## src/rtl/wb2ahb_burst_bridge.sv

```systemverilog
// Wishbone B3 master-side to AHB-Lite master bridge: lane-sized singles, pipelined
// INCR/WRAP bursts from CTI/BTE, 1 KB boundary re-NONSEQ and two-cycle ERROR handling.
module wb2ahb_burst_bridge #(
    parameter int         ADDR_WIDTH = 32,
    parameter int         DATA_WIDTH = 32,
    parameter logic [3:0] HPROT_VAL  = 4'b0011
) (
    input  logic                    HCLK,
    input  logic                    HRESET,
    input  logic [ADDR_WIDTH-1:0]   wb_adr_i,
    input  logic [DATA_WIDTH-1:0]   wb_dat_i,
    input  logic [DATA_WIDTH/8-1:0] wb_sel_i,
    input  logic                    wb_we_i,
    input  logic                    wb_cyc_i,
    input  logic                    wb_stb_i,
    input  logic [2:0]              wb_cti_i,
    input  logic [1:0]              wb_bte_i,
    output logic [DATA_WIDTH-1:0]   wb_dat_o,
    output logic                    wb_ack_o,
    output logic                    wb_err_o,
    output logic [ADDR_WIDTH-1:0]   HADDR,
    output logic [1:0]              HTRANS,
    output logic                    HWRITE,
    output logic [2:0]              HSIZE,
    output logic [2:0]              HBURST,
    output logic [3:0]              HPROT,
    output logic [DATA_WIDTH-1:0]   HWDATA,
    input  logic [DATA_WIDTH-1:0]   HRDATA,
    input  logic                    HREADY,
    input  logic                    HRESP
);
    localparam int NB = DATA_WIDTH / 8;
    localparam int LB = $clog2(NB);

    localparam logic [1:0] TR_IDLE   = 2'b00;
    localparam logic [1:0] TR_NONSEQ = 2'b10;
    localparam logic [1:0] TR_SEQ    = 2'b11;
    localparam logic [2:0] HB_SINGLE = 3'b000;
    localparam logic [2:0] HB_INCR   = 3'b001;
    localparam logic [2:0] HB_WRAP4  = 3'b010;
    localparam logic [2:0] HB_WRAP8  = 3'b100;
    localparam logic [2:0] HB_WRAP16 = 3'b110;
    localparam logic [2:0] CTI_INCR  = 3'b010;

    typedef enum logic [2:0] {ST_IDLE, ST_DPH, ST_BDPH, ST_ERR2, ST_SELERR} state_e;

    state_e                  state_q, state_d;
    logic [ADDR_WIDTH-1:0]   haddr_q, haddr_d;
    logic [2:0]              hsize_q, hsize_d;
    logic [2:0]              hburst_q, hburst_d;
    logic                    hwrite_q, hwrite_d;

    logic                    sel_legal;
    logic [2:0]              sel_size;
    logic [LB-1:0]           sel_lo;
    logic                    is_burst;
    logic [ADDR_WIDTH-1:0]   req_addr;
    logic [2:0]              req_size;
    logic [2:0]              req_burst;
    logic [ADDR_WIDTH-1:0]   nxt_addr;
    logic                    nxt_cross;
    logic                    unused_adr_lsb;

    function automatic logic [ADDR_WIDTH-1:0] next_beat_addr(input logic [ADDR_WIDTH-1:0] addr,
                                                             input logic [2:0]            burst);
        logic [ADDR_WIDTH-1:0] inc;
        logic [ADDR_WIDTH-1:0] mask;
        inc = addr + ADDR_WIDTH'(NB);
        case (burst)
            HB_WRAP4:  mask = ADDR_WIDTH'(4 * NB - 1);
            HB_WRAP8:  mask = ADDR_WIDTH'(8 * NB - 1);
            HB_WRAP16: mask = ADDR_WIDTH'(16 * NB - 1);
            default:   mask = '1;
        endcase
        return (addr & ~mask) | (inc & mask);
    endfunction

    // A lane pattern is legal when it is one naturally aligned power-of-two run of ones.
    always_comb begin : sel_decode
        int            cnt;
        int            lo;
        logic [NB-1:0] run;
        cnt = 0;
        lo  = 0;
        for (int i = NB - 1; i >= 0; i--) begin
            if (wb_sel_i[i]) begin
                cnt = cnt + 1;
                lo  = i;
            end
        end
        run       = NB'(((1 << cnt) - 1) << lo);
        sel_legal = (cnt != 0) && ((cnt & (cnt - 1)) == 0) && ((lo & (cnt - 1)) == 0)
                    && (run == wb_sel_i);
        case (cnt)
            2:       sel_size = 3'd1;
            4:       sel_size = 3'd2;
            8:       sel_size = 3'd3;
            default: sel_size = 3'd0;
        endcase
        sel_lo = LB'(lo);
    end

    assign is_burst  = (wb_cti_i == CTI_INCR);
    assign req_addr  = is_burst ? {wb_adr_i[ADDR_WIDTH-1:LB], {LB{1'b0}}}
                                : {wb_adr_i[ADDR_WIDTH-1:LB], sel_lo};
    assign req_size  = is_burst ? 3'(LB) : sel_size;
    assign nxt_addr  = next_beat_addr(haddr_q, hburst_q);
    assign nxt_cross = (hburst_q == HB_INCR) && (nxt_addr[9:0] == 10'd0);

    always_comb begin
        req_burst = HB_SINGLE;
        if (is_burst) begin
            case (wb_bte_i)
                2'b00:   req_burst = HB_INCR;
                2'b01:   req_burst = HB_WRAP4;
                2'b10:   req_burst = HB_WRAP8;
                default: req_burst = HB_WRAP16;
            endcase
        end
    end

    always_comb begin
        state_d  = state_q;
        haddr_d  = haddr_q;
        hsize_d  = hsize_q;
        hburst_d = hburst_q;
        hwrite_d = hwrite_q;
        HTRANS   = TR_IDLE;
        HADDR    = haddr_q;
        HWRITE   = hwrite_q;
        HSIZE    = hsize_q;
        HBURST   = hburst_q;
        wb_ack_o = 1'b0;
        wb_err_o = 1'b0;
        case (state_q)
            ST_IDLE: begin
                if (wb_cyc_i && wb_stb_i && !HRESET) begin
                    if (is_burst || sel_legal) begin
                        HTRANS = TR_NONSEQ;
                        HADDR  = req_addr;
                        HWRITE = wb_we_i;
                        HSIZE  = req_size;
                        HBURST = req_burst;
                        if (HREADY) begin
                            haddr_d  = req_addr;
                            hsize_d  = req_size;
                            hburst_d = req_burst;
                            hwrite_d = wb_we_i;
                            state_d  = is_burst ? ST_BDPH : ST_DPH;
                        end
                    end else begin
                        state_d = ST_SELERR;
                    end
                end
            end
            ST_DPH, ST_BDPH: begin
                wb_ack_o = HREADY & ~HRESP;
                // ERROR cancels any pending SEQ; HTRANS stays IDLE from the default.
                if (HRESP) begin
                    wb_err_o = HREADY;
                    state_d  = HREADY ? ST_IDLE : ST_ERR2;
                end else if (state_q == ST_BDPH && wb_cti_i == CTI_INCR) begin
                    HTRANS = nxt_cross ? TR_NONSEQ : TR_SEQ;
                    HADDR  = nxt_addr;
                    if (HREADY) begin
                        haddr_d = nxt_addr;
                    end
                end else if (HREADY) begin
                    state_d = ST_IDLE;
                end
            end
            ST_ERR2: begin
                wb_err_o = HREADY;
                if (HREADY) begin
                    state_d = ST_IDLE;
                end
            end
            ST_SELERR: begin
                wb_err_o = 1'b1;
                state_d  = ST_IDLE;
            end
            default: state_d = ST_IDLE;
        endcase
    end

    always_ff @(posedge HCLK) begin
        if (HRESET) begin
            state_q  <= ST_IDLE;
            haddr_q  <= '0;
            hsize_q  <= '0;
            hburst_q <= '0;
            hwrite_q <= 1'b0;
        end else begin
            state_q  <= state_d;
            haddr_q  <= haddr_d;
            hsize_q  <= hsize_d;
            hburst_q <= hburst_d;
            hwrite_q <= hwrite_d;
        end
    end

    assign wb_dat_o       = HRDATA;
    assign HWDATA         = wb_dat_i;
    assign HPROT          = HPROT_VAL;
    assign unused_adr_lsb = ^wb_adr_i[LB-1:0];

endmodule

```

## config.mk

```make
export PLATFORM = sky130hd
export DESIGN_NAME = wb2ahb_burst_bridge
export DESIGN_NICKNAME = d
export VERILOG_FILES = /design/src/rtl/wb2ahb_burst_bridge.sv
export SDC_FILE = /design/constraint.sdc
export NUM_CORES = 1
export LEC_CHECK = 0
export CAP_MARGIN = 20
export CORE_AREA = 2 2 98 124
export DETAILED_ROUTE_END_ITERATION = 8
export DIE_AREA = 0 0 100 126
export GPL_ROUTABILITY_DRIVEN = 0
export PLACE_DENSITY = 0.92
export SLEW_MARGIN = 25
export SYNTH_ARGS = -nofsm -noshare
export SYNTH_HDL_FRONTEND = slang
export SYNTH_SLANG_ARGS = --single-unit
```

## constraint.sdc

```tcl
create_clock -name HCLK -period 16.93 [get_ports HCLK]
set_input_delay 2.5395 -clock HCLK [delete_from_list [all_inputs] [get_ports HCLK]]
set_output_delay 2.5395 -clock HCLK [all_outputs]
set_load 0.01 [all_outputs]
```

; ---- Word level (Yosys, flattened, before mapping)
; Cells that the tools add are included.
[op_classes]
reduce_logical = 20
eq_ne = 23
muxes = 53
shifts = 2
add_sub_neg = 6
n_bitwise = 8
[op_table]
columns = operator, count
row1 = two-way mux 32 bit, 16
row2 = AND 32 bit, 4
row3 = one-hot mux 32 bit (2 select lines), 2
row4 = adder 32 x 2 -> 32 bit (second input constant), 3
row5 = one-hot mux 32 bit (3 select lines), 1
row6 = logical NOT 32 bit, 2
row7 = subtractor 32 x 2 -> 32 bit (second input constant), 2
row8 = two-way mux 3 bit, 14
row9 = adder 32 x 3 -> 32 bit (second input constant), 1
row10 = equality test 32 x 2 -> 1 bit (second input constant), 1
row11 = equality test 32 x 3 -> 1 bit (second input constant), 1
row12 = equality test 32 x 4 -> 1 bit (second input constant), 1
row13 = NOT 32 bit, 1
row14 = bitwise OR 32 bit, 1
row15 = nonzero test 32 bit, 1
row16 = << shifter 1 x 32 -> 32 bit (first input constant), 1
row17 = << shifter 32 x 32 -> 4 bit, 1
row18 = one-hot mux 3 bit (3 select lines), 2
row19 = two-way mux 2 bit, 8
row20 = equality test 3 x 2 -> 1 bit (second input constant), 4
row21 = != test 2 bit (second input constant), 6
row22 = logical NOT 10 bit, 1
row23 = equality test 3 bit (second input constant), 3
row24 = logical AND 1 bit, 7
row25 = 20 further kinds, 28
[totals]
register_bits = 42
inputBits = 112
elab_cells = 117

; ---- Depth between registers and ports, before layout
; Gate-level depths: netlist of the first run.
[logic_depth]
word_depth = 17
ltp_mapped = 20
mapped_depth_nobuf = 18

; ---- Worst setup path after synthesis of the first run
; OpenSTA, ideal clock, no wires.
[synth_timing]
path_kind = input to output
start = input wb_sel_i[2]
end = output HADDR[27]
t_required_ns = 14.390
setup_slack_ns = 7.910
path_buffers = 2
path_stages = 17
t_arrival_ns = 6.481
cell_sequence = inv_1 -> ha_1 -> buf_4 -> xor2_1 -> ha_1 -> nand2_1 -> xor2_1 -> or3_1 -> ha_1 -> a211oi_1 -> a211oi_1 -> or4_1 -> o211a_2 -> a31oi_4 -> nor2_4 -> buf_6 -> a211oi_1
[synth_via]
elab_chain_len = 15
word_cells_on_any_way = 25
[synth_rtl]
columns = element, line
row1 = start: declaration, 12  ; input logic [DATA_WIDTH/8-1:0] wb_sel_i,
row2 = branches (longest 10 deep; another with adder 32 x 2 -> 32 bit), n/a
row3 = logical AND 1 bit (*), 93  ; && (run == wb_sel_i);
row4 = logical OR 1 bit (*), 138  ; if (is_burst || sel_legal) begin
row5 = two-way mux 32 bit (*), 138
row6 = two-way mux 32 bit (*), 137  ; if (wb_cyc_i && wb_stb_i && !HRESET) begin
row7 = one-hot mux 32 bit (2 select lines) (*), 135  ; case (state_q)
row8 = end: declaration, 21  ; output logic [ADDR_WIDTH-1:0] HADDR,
; Every way passes the cells marked *.

; ---- Worst setup path in the final report of the first run
[layout_timing]
start = input wb_sel_i[2]
end = output HADDR[3]
; Same word-level chain as after synthesis.

==> flow_summary.yaml, run 1 <==
finish:
  nFillCells: 1093
  area_delta_synth_final_pct: 8.462
  diodes: 0
  drive_gt1_share_pct: 8.138
  seqCellArea_um2: 820.8
  nets: 845
  final_core_util_pct: 51.26
  multiInputGateArea_um2: 3694
logic_synthesis:
  synth_top_cell_area_share_pct: 15.17
  synth_area_leaders: "dfxtp_1, buf_4, nand2_1, a21oi_1, nor2_1"
  synth.avg_cell_area_um2: 7.206
  ys_seq_area_share_pct: 15.17
  yosys_warnings: 0
  synth_edf_count: 0
  ys_top_cells_by_count: "nand2_1, buf_4, a21oi_1"
  syn_inst: 751
  netlist_area_um2: 5411
  synth_flop_cell: "dfxtp_1"
  ys_types: 86
  synthArstFlopShare_pct: 0
  synth_top_area_cell: "dfxtp_1"
  yosysMostFrequentCell: "nand2_1"
  ys_ff_latch: 41
floorplanning:
  initial_core_util_pct: 47.26
  io_pins: 223
  fp.dieH_um: 126
  die_area_um2: 12600
  rows: 44
  core_area_um2: 11450
  dieWidth_um: 100
routing:
  drtIter0Drc: 960
  drcViolationCount: 0
  viasPerCell: 7.015
  wl_um: 17520
  dr_total_vias: 6054
  dr.pass1.iters: 9
  post_drt_wl_per_cell_um: 20.30
  ant_nets: 0
sta:
  hold_ws_ns: 0.4869
  finalCritPeriodShare_pct: 65.51
  setup_viol: 0
  tightestPinTransition_ns: 1.114
  fin_setup_tns_ns: 0
  finalClockSkew_ns: 0.006518
  rsz0062_at_grt: "no"
  fmax_mhz: 90.16
  worst_slack_ns: 5.839
  finalCriticalPeriod_ns: 11.09
  hold_violations: 0
  drv_slew: 0
  slew_headroom_pct: 25.55
global_routing:
  track_usage_pct: 26.50
  grt_first_pass_wirelength_um: 27630
  grt_pass1_vias: 5556
  antenna_found_initial: 0
  grt_max_degree: 63
  overflow: 0
power_and_ir_drop:
  p_leak_uw: 0.002084
  p_per_area_nw_per_um2: 50.38
  ir_drop_v: 0.00003572
setup_path:
  cp-end-kind: "output pin"
  arrival_ns: 8.55
  required_ns: 14.39
  crit_path_start_kind: "input pin"
  critPathMaxFanout: 35
  path_class: "input pin to output pin"
  r2r_slack_ns: 13.95
clocking:
  path_clk_slew_ns: 0.06
  htreeDepth: 2
  hold_buffers: 0
  postCtsSetupRepairBufs: 0
  root_buffer: "clkbuf_16"
  cts_inserted_buffers: 5
  clock_path_buffers: 2
  cts_resized: 0
  cts_sinks: 41
  cts_tree: "yes"
  clk_latency_ns: 0.28
run_status:
  status: "finished, final reports clean"
placement:
  dp_slack_ns: 6.000
  portBuffers: 87
  place_hpwl_um: 11770
hold_path:
  hp-class: "flop to flop"
job:
  cap_violations: 0
## cells by family after synthesis
logic type,after synthesis,share of synthesized area (%)
AO/OA/AOI/OAI,234,33.02
other,2,0.1388
buffers and inverters,156,16.90
AND/OR/NAND/NOR,272,26.13
multiplexers,16,3.145
flip-flops,41,15.17
adder cells (fa/ha/maj),10,2.266
XOR/XNOR,20,3.237
## through the flow
| stage | std cells | power [uW] | cell area (um^2) |
|---|---|---|---|
| CTS | 863 | 291.5 | 5869 |
| global route | 863 | 306.2 | 5869 |
| detailed placement | 855 | 191.4 | 5712 |
| finish | 863 | 295.7 | 5869 |
| floorplan | 754 | 178.4 | 5423 |
| global placement | 855 | 189.5 | 5708 |
## layout make-up
cell class	instances	share of cell area (%)
multi-input combinational	557	62.93
timing repair buffer	96	15.99
sequential	41	13.98
tap	138	2.942
clock buffer	7	2.601
inverter	23	1.471
clock inverter	1	0.08527
## layout by cell type, fill, tap and decap left out, drive strengths merged, types with 5 or more instances in the layout
master | netlist | layout
a2111oi | 14 | 14
a211o | 6 | 6
a211oi | 10 | 10
a21oi | 55 | 55
a221o | 6 | 6
a31o | 5 | 5
a31oi | 6 | 6
a32o | 6 | 6
a41o | 12 | 12
and2 | 7 | 7
and3 | 13 | 13
and4 | 7 | 7
buf | 85 | 9
clkbuf | 48 | 7
clkdlybuf4s50 | 0 | 87
conb | 2 | 5
dfxtp | 41 | 41
ha | 9 | 9
inv | 23 | 23
mux2 | 8 | 8
mux2i | 8 | 8
nand2 | 77 | 77
nand2b | 9 | 9
nand3 | 37 | 37
nand4 | 14 | 14
nor2 | 51 | 51
nor2b | 7 | 7
nor3 | 19 | 19
nor4 | 12 | 12
o2111ai | 8 | 8
o211ai | 13 | 13
o21ai | 37 | 37
o31ai | 13 | 13
o41ai | 6 | 6
or3 | 8 | 8
xnor2 | 11 | 11
xor2 | 9 | 9
## registers in the layout, indices dropped and copies added (netlist names)
| signal | flops |
|---|---|
| haddr_q | 32 |
| hburst_q | 3 |
| state_q | 3 |
| hsize_q | 2 |
| hwrite_q | 1 |
## worst max-delay path, cell delays in order
cell             delay [ns]
clkdlybuf4s50_1        0.69
inv_1                  0.23
ha_1                   0.64
xor2_1                 0.27
ha_1                   0.28
nand2_1                0.10
xor2_1                 0.27
or3_1                  0.42
ha_1                   0.38
a211oi_1               0.24
a211oi_1               0.08
or4_1                  0.46
o211ai_2               0.29
o31ai_4                0.07
buf_4                  0.28
o21ai_2                0.47
a221o_1                0.25
clkdlybuf4s50_1        0.55
## power breakdown
group	internal [uW]	switching, uW	total, uW
clock network	62.5	40.7	103
logic	36.8	56.6	93.4
registers	97.3	1.69	99.0
total	197	99.0	296
## per-layer routing
| layer | up-vias | GRT usage, % | share of wire (%) |
|---|---|---|---|
| li1 | 2686 | - | - |
| met1 | 2755 | 33.04 | 37 |
| met2 | 489 | 43.36 | 45 |
| met3 | 124 | 4.717 | 12 |
| met4 | 0 | 13.78 | 5.8 |
| met5 | - | 0 | 0 |
## worst paths after layout
check | start | endpoint | cells after the start
setup / recovery | wb_sel_i[2] | HADDR[3] | 18
hold / removal | hsize_q[0]$_SDFFE_PP0P_ | hsize_q[0]$_SDFFE_PP0P_ | 2
setup reg to reg | haddr_q[8]$_SDFFE_PP0P_ | haddr_q[15]$_SDFFE_PP0P_ | 8
hold reg to reg | hsize_q[0]$_SDFFE_PP0P_ | hsize_q[0]$_SDFFE_PP0P_ | 2
(Power assumes the default switching activity.)
==> run 2: changes to the inputs <==
--- a/config.mk
+++ b/config.mk
@@ -6,11 +6,11 @@
 export NUM_CORES = 1
 export LEC_CHECK = 0
 export CAP_MARGIN = 20
-export CORE_AREA = 2 2 98 124
+export CORE_AREA = 2 2 108 136
 export DETAILED_ROUTE_END_ITERATION = 8
-export DIE_AREA = 0 0 100 126
+export DIE_AREA = 0 0 110 138
 export GPL_ROUTABILITY_DRIVEN = 0
-export PLACE_DENSITY = 0.92
+export PLACE_DENSITY = 0.82
 export SLEW_MARGIN = 25
 export SYNTH_ARGS = -nofsm -noshare
 export SYNTH_HDL_FRONTEND = slang
==> constraint.sdc (replaced) <==
create_clock -name HCLK -period 9.7 [get_ports HCLK]
set_input_delay 1.455 -clock HCLK [delete_from_list [all_inputs] [get_ports HCLK]]
set_output_delay 1.455 -clock HCLK [all_outputs]
set_load 0.01 [all_outputs]
==> run 2 against run 1 <==
Combinational power is 75% higher. Wire length is 0.53% higher. Via count is 2.8% lower. Cell count is 4.9% higher. Largest power group is now sequential cells.
==> flow_summary.yaml, run 2 (synthesized netlist as in run 1, its figures left out) <==
run_status:
  status: "finished, final reports clean"
setup_path:
  r2r-end: "haddr_q[25]$_SDFFE_PP0P_"
  r2r-start: "state_q[0]$_SDFFE_PP0P_"
  ff2ff_path_depth: 5
  crit_path_start_kind: "input pin"
  critPathMaxFanout: 14
  cp-end-kind: "output pin"
  required_ns: 8.25
  arrival_ns: 7.47
  r2r_slack_ns: 6.70
  path_class: "input pin to output pin"
routing:
  dr.pass1.iters: 6
  post_drt_wl_per_cell_um: 19.46
  wl_um: 17610
  dr_total_vias: 5883
  viasPerCell: 6.501
  drtIter0Drc: 794
  ant_nets: 0
  drcViolationCount: 0
finish:
  layout_commonest_cell: "clkdlybuf4s50_1"
  final_cell_mix: "clkdlybuf4s50_1, nand2_1, a21oi_1"
  area_delta_synth_final_pct: 9.410
  largest_register_ffs: 32
  reg_top3: "haddr_q x32, hburst_q x3, state_q x3"
  largest-register: "haddr_q"
  nets: 847
  final_core_util_pct: 42.17
  fin_cells: 905
  diodes: 0
  drive_gt1_share_pct: 8.391
sta:
  rsz0062_at_grt: "no"
  setup_viol: 0
  tightestPinTransition_ns: 0.9196
  finalCritPeriodShare_pct: 92.04
  finalCriticalPeriod_ns: 8.928
  hold_violations: 0
  slew_headroom_pct: 38.69
  finalClockSkew_ns: 0.008839
  fin_setup_tns_ns: 0
  fmax_mhz: 112.0
  drv_slew: 0
placement:
  place_inst: 897
  portBuffers: 87
  place_hpwl_um: 12030
floorplanning:
  dieWidth_um: 110
  initial_core_util_pct: 38.54
  fp.dieH_um: 138
  rows: 49
  core_area_um2: 14040
  io_pins: 223
  die_area_um2: 15180
global_routing:
  grt_max_degree: 52
  grt_first_pass_wirelength_um: 27950
  overflow: 0
  track_usage_pct: 22.62
  grt_pass1_vias: 5353
  antenna_found_initial: 0
power_and_ir_drop:
  switching_share_pct: 34.53
  ir_drop_v: 0.00006263
  clkPwrFrac_pct: 33.2
  p_comb_share_pct: 32.4
  p_leak_uw: 0.002084
  p_int_uw: 328.9
  seqPwrFrac_pct: 34.4
  p_per_area_nw_per_um2: 84.86
  total_power_uw: 502.4
  p_sw_uw: 173.5
clocking:
  htreeDepth: 2
  root_buffer: "clkbuf_16"
  postCtsSetupRepairBufs: 0
  hold_buffers: 0
  cts_tree: "yes"
  path_clk_slew_ns: 0.06
  cts_inserted_buffers: 5
  clk_latency_ns: 0.29
  clock_path_buffers: 2
  cts_resized: 0
  cts_sinks: 41
hold_path:
  min_to: "hsize_q[0]$_SDFFE_PP0P_"
  hold_depth: 2
  hp-start: "hsize_q[0]$_SDFFE_PP0P_"
  hp-class: "flop to flop"
job:
  cap_violations: 0
[run 2: worst max-delay path: stages]
cell and delay, ns:
clkdlybuf4s50_1 0.66, inv_1 0.18, ha_1 0.62, xor2_1 0.26
ha_1 0.28, nand2_1 0.10, xor2_1 0.27, or3_1 0.44
ha_1 0.27, nor4_1 0.35, nor4_2 0.13, o31a_1 0.40
o31ai_4 0.72, nand2_2 0.38, o21ai_0 0.35, clkdlybuf4s50_1 0.60
[run 2: how the worst max path moves through the flow]
| stage | cells past startpoint | to | from | slack (ns) |
|---|---|---|---|---|
| finish | 16 | HSIZE[1] | wb_sel_i[2] | 0.77 |
| global route | 17 | HADDR[20] | wb_sel_i[2] | 0.37 |
| CTS | 16 | HSIZE[1] | wb_sel_i[2] | 0.87 |
| detailed placement | 17 | HADDR[3] | wb_sel_i[2] | 0.88 |
| global placement | 16 | HSIZE[1] | wb_sel_i[2] | 0.95 |
| floorplan | 17 | HADDR[27] | wb_sel_i[2] | 2.85 |
[run 2: power by group through the flow]
stage	Combinational [uW]	Clock (uW)	Sequential, uW
after global placement	156	0	176
final	163	167	173
after floorplan	137	0	175
after CTS	159	166	173
after global routing	176	171	173
after detailed placement	158	0	177
[run 2: area by class of cell]
| cell class | count | area [um^2] |
|---|---|---|
| inverter | 23 | 86.33 |
| multi-input combinational | 557 | 3699 |
| sequential | 41 | 820.8 |
| timing repair buffer | 98 | 953.4 |
| tap | 178 | 222.7 |
| clock buffer | 6 | 128.9 |
| clock inverter | 2 | 10.01 |
| fill | 1403 | 8119 |
[run 2: stage by stage]
step	hold slack [ns]	worst slack [ns]	cell area [um^2]
after floorplan	0.4355	2.849	5423
after global placement	0.4454	0.9484	5773
after detailed placement	0.4572	0.8844	5773
after CTS	0.4676	0.8696	5912
after global routing	0.5096	0.3736	5921
final	0.4650	0.7723	5921
[run 2: per-layer routing]
| layer | part of all wire (%) | up-vias | GRT usage (%) |
|---|---|---|---|
| met5 | 0 | - | 0 |
| met1 | 39 | 2748 | 29.74 |
| met2 | 47 | 366 | 35.65 |
| met4 | 3.7 | 0 | 9.727 |
| li1 | - | 2695 | - |
| met3 | 10 | 74 | 4.243 |
